<file path="src/rtl/univ_shift_reg_if.sv">
// univ_shift_reg_if: control, data and status bundle of the universal shift register
interface univ_shift_reg_if #(
  parameter int WIDTH = 8,
  parameter int CW    = $clog2(WIDTH + 1)
);
  logic [2:0]       mode;
  logic [WIDTH-1:0] d;
  logic             sl_in;
  logic             sr_in;
  logic             start;
  logic [CW-1:0]    cnt;
  logic [WIDTH-1:0] q;
  logic             sout_l;
  logic             sout_r;
  logic             busy;
  logic             done;
  modport master (output mode, d, sl_in, sr_in, start, cnt, input q, sout_l, sout_r, busy, done);
  modport slave  (input mode, d, sl_in, sr_in, start, cnt, output q, sout_l, sout_r, busy, done);
endinterface

</file>
<file path="src/rtl/univ_shift_reg.sv">
// univ_shift_reg: WIDTH-bit universal shift register with a repeat-N burst engine
module univ_shift_reg #(
  parameter int               WIDTH   = 8,
  parameter logic [WIDTH-1:0] RST_VAL = '0
) (
  input logic            clk,
  input logic            reset,
  univ_shift_reg_if.slave bus
);
  localparam int CW = $clog2(WIDTH + 1);
  typedef enum logic {IDLE, BUSY} state_t;
  state_t           r_state, w_state_nxt;
  logic [WIDTH-1:0] r_q, w_next;
  logic [CW-1:0]    r_rem;
  logic [2:0]       r_mode, w_op;
  logic             r_done, w_burst_mode, w_start_burst, w_zero;
  assign w_burst_mode  = bus.mode inside {3'd1, 3'd2, 3'd3, 3'd4, 3'd6};
  assign w_start_burst = r_state == IDLE && bus.start && w_burst_mode && bus.cnt != '0;
  assign w_zero        = r_state == IDLE && bus.start && w_burst_mode && bus.cnt == '0;
  assign w_op          = r_state == BUSY ? r_mode : bus.mode;
  always_ff @(posedge clk or posedge reset)
    if (reset) r_state <= IDLE;
    else       r_state <= w_state_nxt;
  // a burst of one finishes on its start edge and never enters BUSY
  always_comb begin
    w_state_nxt = r_state;
    if (r_state == BUSY && r_rem == CW'(1)) w_state_nxt = IDLE;
    else if (w_start_burst && bus.cnt != CW'(1)) w_state_nxt = BUSY;
  end
  always_comb begin
    w_next = r_q;
    case (w_op)
      3'd1:    w_next = {r_q[WIDTH-2:0], bus.sl_in};
      3'd2:    w_next = {bus.sr_in, r_q[WIDTH-1:1]};
      3'd3:    w_next = {r_q[WIDTH-2:0], r_q[WIDTH-1]};
      3'd4:    w_next = {r_q[0], r_q[WIDTH-1:1]};
      3'd5:    w_next = bus.d;
      3'd6:    w_next = {r_q[WIDTH-1], r_q[WIDTH-1:1]};
      3'd7:    w_next = '0;
      default: w_next = r_q;
    endcase
  end
  always_ff @(posedge clk or posedge reset) begin
    if (reset) begin
      r_q    <= RST_VAL;
      r_rem  <= '0;
      r_mode <= '0;
      r_done <= 1'b0;
    end else begin
      r_q    <= w_zero ? r_q : w_next;
      r_done <= (r_state == BUSY && r_rem == CW'(1)) || w_zero || (w_start_burst && bus.cnt == CW'(1));
      if (r_state == BUSY) r_rem <= r_rem - CW'(1);
      else if (w_start_burst) begin
        r_rem  <= bus.cnt - CW'(1);
        r_mode <= bus.mode;
      end
    end
  end
  always_comb begin
    bus.q      = r_q;
    bus.sout_l = r_q[WIDTH-1];
    bus.sout_r = r_q[0];
    bus.busy   = r_state == BUSY;
    bus.done   = r_done;
  end
endmodule
</file>
<file path="src/flat_wrapper.sv">
// flat-port wrapper written by rule: the top's interface ports become plain ports
module univ_shift_reg_flat 
#(
  parameter int               WIDTH   = 8,
  parameter logic [WIDTH-1:0] RST_VAL = '0
)
  (clk, reset, bus_mode, bus_d, bus_sl_in, bus_sr_in, bus_start, bus_cnt, bus_q, bus_sout_l, bus_sout_r, bus_busy, bus_done);
  univ_shift_reg_if #(.WIDTH(WIDTH)) bus_i ();
  input logic clk;
  input logic reset;
  input wire logic [$bits(bus_i.mode)-1:0] bus_mode;
  input wire logic [$bits(bus_i.d)-1:0] bus_d;
  input wire logic [$bits(bus_i.sl_in)-1:0] bus_sl_in;
  input wire logic [$bits(bus_i.sr_in)-1:0] bus_sr_in;
  input wire logic [$bits(bus_i.start)-1:0] bus_start;
  input wire logic [$bits(bus_i.cnt)-1:0] bus_cnt;
  output wire logic [$bits(bus_i.q)-1:0] bus_q;
  output wire logic [$bits(bus_i.sout_l)-1:0] bus_sout_l;
  output wire logic [$bits(bus_i.sout_r)-1:0] bus_sout_r;
  output wire logic [$bits(bus_i.busy)-1:0] bus_busy;
  output wire logic [$bits(bus_i.done)-1:0] bus_done;
  assign bus_i.mode = bus_mode;
  assign bus_i.d = bus_d;
  assign bus_i.sl_in = bus_sl_in;
  assign bus_i.sr_in = bus_sr_in;
  assign bus_i.start = bus_start;
  assign bus_i.cnt = bus_cnt;
  assign bus_q = bus_i.q;
  assign bus_sout_l = bus_i.sout_l;
  assign bus_sout_r = bus_i.sout_r;
  assign bus_busy = bus_i.busy;
  assign bus_done = bus_i.done;
  univ_shift_reg #(.WIDTH(WIDTH), .RST_VAL(RST_VAL)) u_core (.clk(clk), .reset(reset), .bus(bus_i));
endmodule
</file>
<file path="config.mk">
export PLATFORM = sky130hd
export DESIGN_NAME = univ_shift_reg_flat
export DESIGN_NICKNAME = d
export VERILOG_FILES = /design/src/rtl/univ_shift_reg_if.sv /design/src/rtl/univ_shift_reg.sv /design/src/flat_wrapper.sv
export SDC_FILE = /design/constraint.sdc
export NUM_CORES = 1
export LEC_CHECK = 0
export ABC_AREA = 0
export BUFFER_PORTS_ARGS = -buffer_cell sky130_fd_sc_hd__buf_2
export CAP_MARGIN = 20
export CORE_ASPECT_RATIO = 0.75
export CORE_MARGIN = 2
export CORE_UTILIZATION = 50
export CTS_BUF_LIST = sky130_fd_sc_hd__clkbuf_4
export CTS_CLUSTER_DIAMETER = 50
export DETAILED_ROUTE_END_ITERATION = 6
export HOLD_SLACK_MARGIN = 0.05
export PLACE_DENSITY = 0.8
export RECOVER_POWER = 100
export SKIP_LAST_GASP = 1
export SLEW_MARGIN = 20
export SYNTH_ARGS = -nofsm -noshare
export SYNTH_HDL_FRONTEND = slang
export SYNTH_SLANG_ARGS = --single-unit
</file>
<file path="constraint.sdc">
create_clock -name clk -period 2.5 [get_ports clk]
set_clock_uncertainty 0.1 [all_clocks]
set_input_delay 0.375 -clock clk [delete_from_list [all_inputs] [get_ports clk]]
set_output_delay 0.375 -clock clk [all_outputs]
set_load 0.02 [all_outputs]
</file>
==> run metrics <==
Worst Path Arrival=2310 ps; CTS root buffer=clkbuf_4; Worst-Margin Slew=about 670 ps; top_reg_cell synth=dfrtp_1; Synth Area in Compound Gates=roughly 25%; overall die width=around 63 um; Cell Pwr Density=around 1300 nW/um^2; total track usage=22.4%; Max IR drop VDD=between 500 and 600 uV; crit-path max FO=19; Net count, final=193; postcts setup bufs=0; post-cts sizing count=0; initial antenna violation count=0; die height=48.2 um; fin cells=202; H-tree depth=1; Crit Path Category=reg2reg; layout cells sized above 1=22.0%; Finish-stage setup viols=0; fin crit share=87.3%; Clock power frac=8.5%; leakage power=~0.65 nW; Post-Synth Simple-Gate Area=about 18%; Max Cap Violations=0; placed cells=198; via count=roughly 1200; Slowest cell on crit path=dfrtp_1; Yosys cell types=38; Post-Synth XOR/XNOR Area=2.02%; Sw Share=48.2%; Seq/Total Area, Yosys=32.7%; CP Launch Type=flop; GP Congestion=0.873; EDFF count, synth=0; GRT overflow=0; Routed Wire Length=3.13 mm; Setup TNS Final=0 ps; max-slew violations=0; DRT antenna net count=0; CP peak stage delay=750 ps; syn nets=around 160; largest net degree at the start of global routing=20; CTS buffer count=3; first-pass iteration count of the detailed router=4; CTS clock-pin slew for the worst setup and hold paths=~100 ps; RSZ-0062 raised after global routing=no; DRC=0; Ant. Diodes=0; Achievable Freq=around 460 MHz; NetSw=0.918 mW; synthesized area=1300 um^2; final hold violation count=0; post-layout min period=2180 ps; CP cell instances=mux2_1 > a21o_1 > and2_4 > a31oi_4; placed wire-length estimate=about 2.4 mm; Ys Warns=0; Critical Path RT=2620 ps; first-pass GRT wire length=approximately 5.1 mm; part of the power in registers=31.9%; mux cell area share after synthesis=a little under an eighth; Yosys reg bits=17; # IOs=32; Die ar.=3030 um^2; FFs w/ async S/R, synth=100%; outcome=finished, final reports clean; CTS tree=done; combinational family with the most area after synthesis=compound AO/OA/AOI/OAI gates; vias per cell=5.80; DR iter-0 viols=54; relative slew slack=55.3%; # hold bufs at CTS=0; CTS sink count=17; row count=15; Core Area=between 2000 and 2500 um^2; vias in the first global route=1071; Synth Area in Adders=3.85%; Hold/Removal Path Class=in2async; wire length per cell=between 15 and 20 um; clock latency at the later pin of the worst-skew pair=a little under 300 ps; I/O Buffers=31; Cells after Synth=138; Max Buffers Root-to-Sink=2; area grow syn2layout=13.5%; Comb power frac=59.6%; type of destination of the critical path=flop; Synth Area per Inst=9.43 um^2; initial core utilization=~55%; Pint=approximately 0.99 mW
==> power groups by stage <==
stage          Combinational, mW  Clock (mW)  Sequential [mW]
2_1_floorplan              0.882           0            0.631
3_3_place_gp                1.12           0            0.594
3_5_place_dp                1.16           0            0.604
4_1_cts                     1.17       0.169            0.598
5_1_grt                     1.24       0.179            0.633
6_report                    1.14       0.163            0.607
==> state kept, by name, summed over array words and instances, names as in the netlist <==
register,count
u_core.bus.busy,1
u_core.r_mode,3
u_core.bus.q,8
u_core.bus.done,1
u_core.r_rem,4
==> layer usage <==
layer,wire [um],track usage (%),vias up
li1,-,-,559
met1,1480,31.0,568
met2,1430,36.8,39
met3,165,5.08,6
met4,51,5.78,0
met5,0,0,-
==> worst paths after layout <==
| kind | slack, ps | cells after the start | startpoint | end |
|---|---|---|---|---|
| worst max-delay path | 320 | 4 | u_core.bus.busy | u_core.bus.q[7] |
| worst min-delay path | 60 | 2 | reset | u_core.r_rem[1] |
| worst max register to register | 320 | 4 | u_core.bus.busy | u_core.bus.q[7] |
| worst min register to register | 450 | 1 | u_core.r_rem[0] | u_core.r_rem[0] |
| max in group asynchronous | 1820 | 2 | reset | u_core.bus.q[3] |
| min in group clk | 250 | 3 | bus_sl_in | u_core.bus.q[0] |
==> layout make-up <==
class | instances | area, um^2
flip-flops and latches | 17 | 425
inverters | 7 | 26.3
well taps | 34 | 42.5
fillers | 211 | 907
multi-input cells | 105 | 782
repair buffers | 35 | 170
clock buffers | 4 | 30.0
==> logic make-up (layout without fill, tap and decap cells) <==
kind of cell,Yosys count,count (layout)
flip-flops,17,17
buffers and inverters,16,46
adder cells (fa/ha/maj),4,4
AND/OR/NAND/NOR,43,43
AO/OA/AOI/OAI,41,41
XOR/XNOR,3,3
multiplexers,14,14
==> critical path, delay by kind of cell, from the launching register on <==
family | cells | cell delay [ps]
flip-flops | 1 | 750
multiplexers | 1 | 540
AO/OA/AOI/OAI | 2 | 480
AND/OR/NAND/NOR | 1 | 240
==> placed cells by master, fill, tap and decap left out, drive strengths merged, types with 2 or more instances in the layout <==
cell type	n
a21o	7
o21ai	4
nand2	19
clkbuf	16
a31oi	10
buf	23
ha	4
nor3	4
a21oi	9
mux2	7
nor2b	2
and3b	2
inv	7
mux2i	7
or3b	2
xor2	3
dfrtp	17
o211ai	6
nor2	4
nor3b	3
nor4b	2
==> metrics by stage <==
| stage | cell area (um^2) | worst slack (ps) | util, % | hold WS [ps] | total power, mW |
|---|---|---|---|---|---|
| 2_1_floorplan | 1300 | 632 | - | 201 | 1.51 |
| 3_3_place_gp | 1470 | 432 | 61.6 | 398 | 1.72 |
| 3_5_place_dp | 1470 | 367 | 61.6 | 414 | 1.77 |
| 4_1_cts | 1500 | 418 | 62.8 | 80.9 | 1.94 |
| 5_1_grt | 1480 | 175 | 61.9 | 121 | 2.05 |
| 6_report | 1480 | 317 | 61.9 | 58.7 | 1.90 |
==> Yosys cell counts (2+ instances only) <==
cell type / n / area (um^2)
nand2_1: 19 / 71.3
dfrtp_1: 17 / 425
a21oi_1: 9 / 45.0
a21o_1: 7 / 52.6
a31oi_2: 7 / 87.6
inv_1: 7 / 26.3
mux2i_1: 7 / 70.1
o211ai_1: 6 / 45.0
mux2_1: 5 / 56.3
ha_1: 4 / 50.1
nor2_1: 4 / 15.0
nor3_1: 4 / 20.0
buf_6: 3 / 33.8
nor3b_1: 3 / 22.5
o21ai_0: 3 / 15.0
xor2_1: 3 / 26.3
a31oi_1: 2 / 12.5
and3b_1: 2 / 17.5
buf_2: 2 / 10.0
buf_4: 2 / 15.0
mux2_2: 2 / 22.5
nor2b_1: 2 / 12.5
nor4b_1: 2 / 17.5
or3b_1: 2 / 17.5
Power figures use the tool's default switching activity.
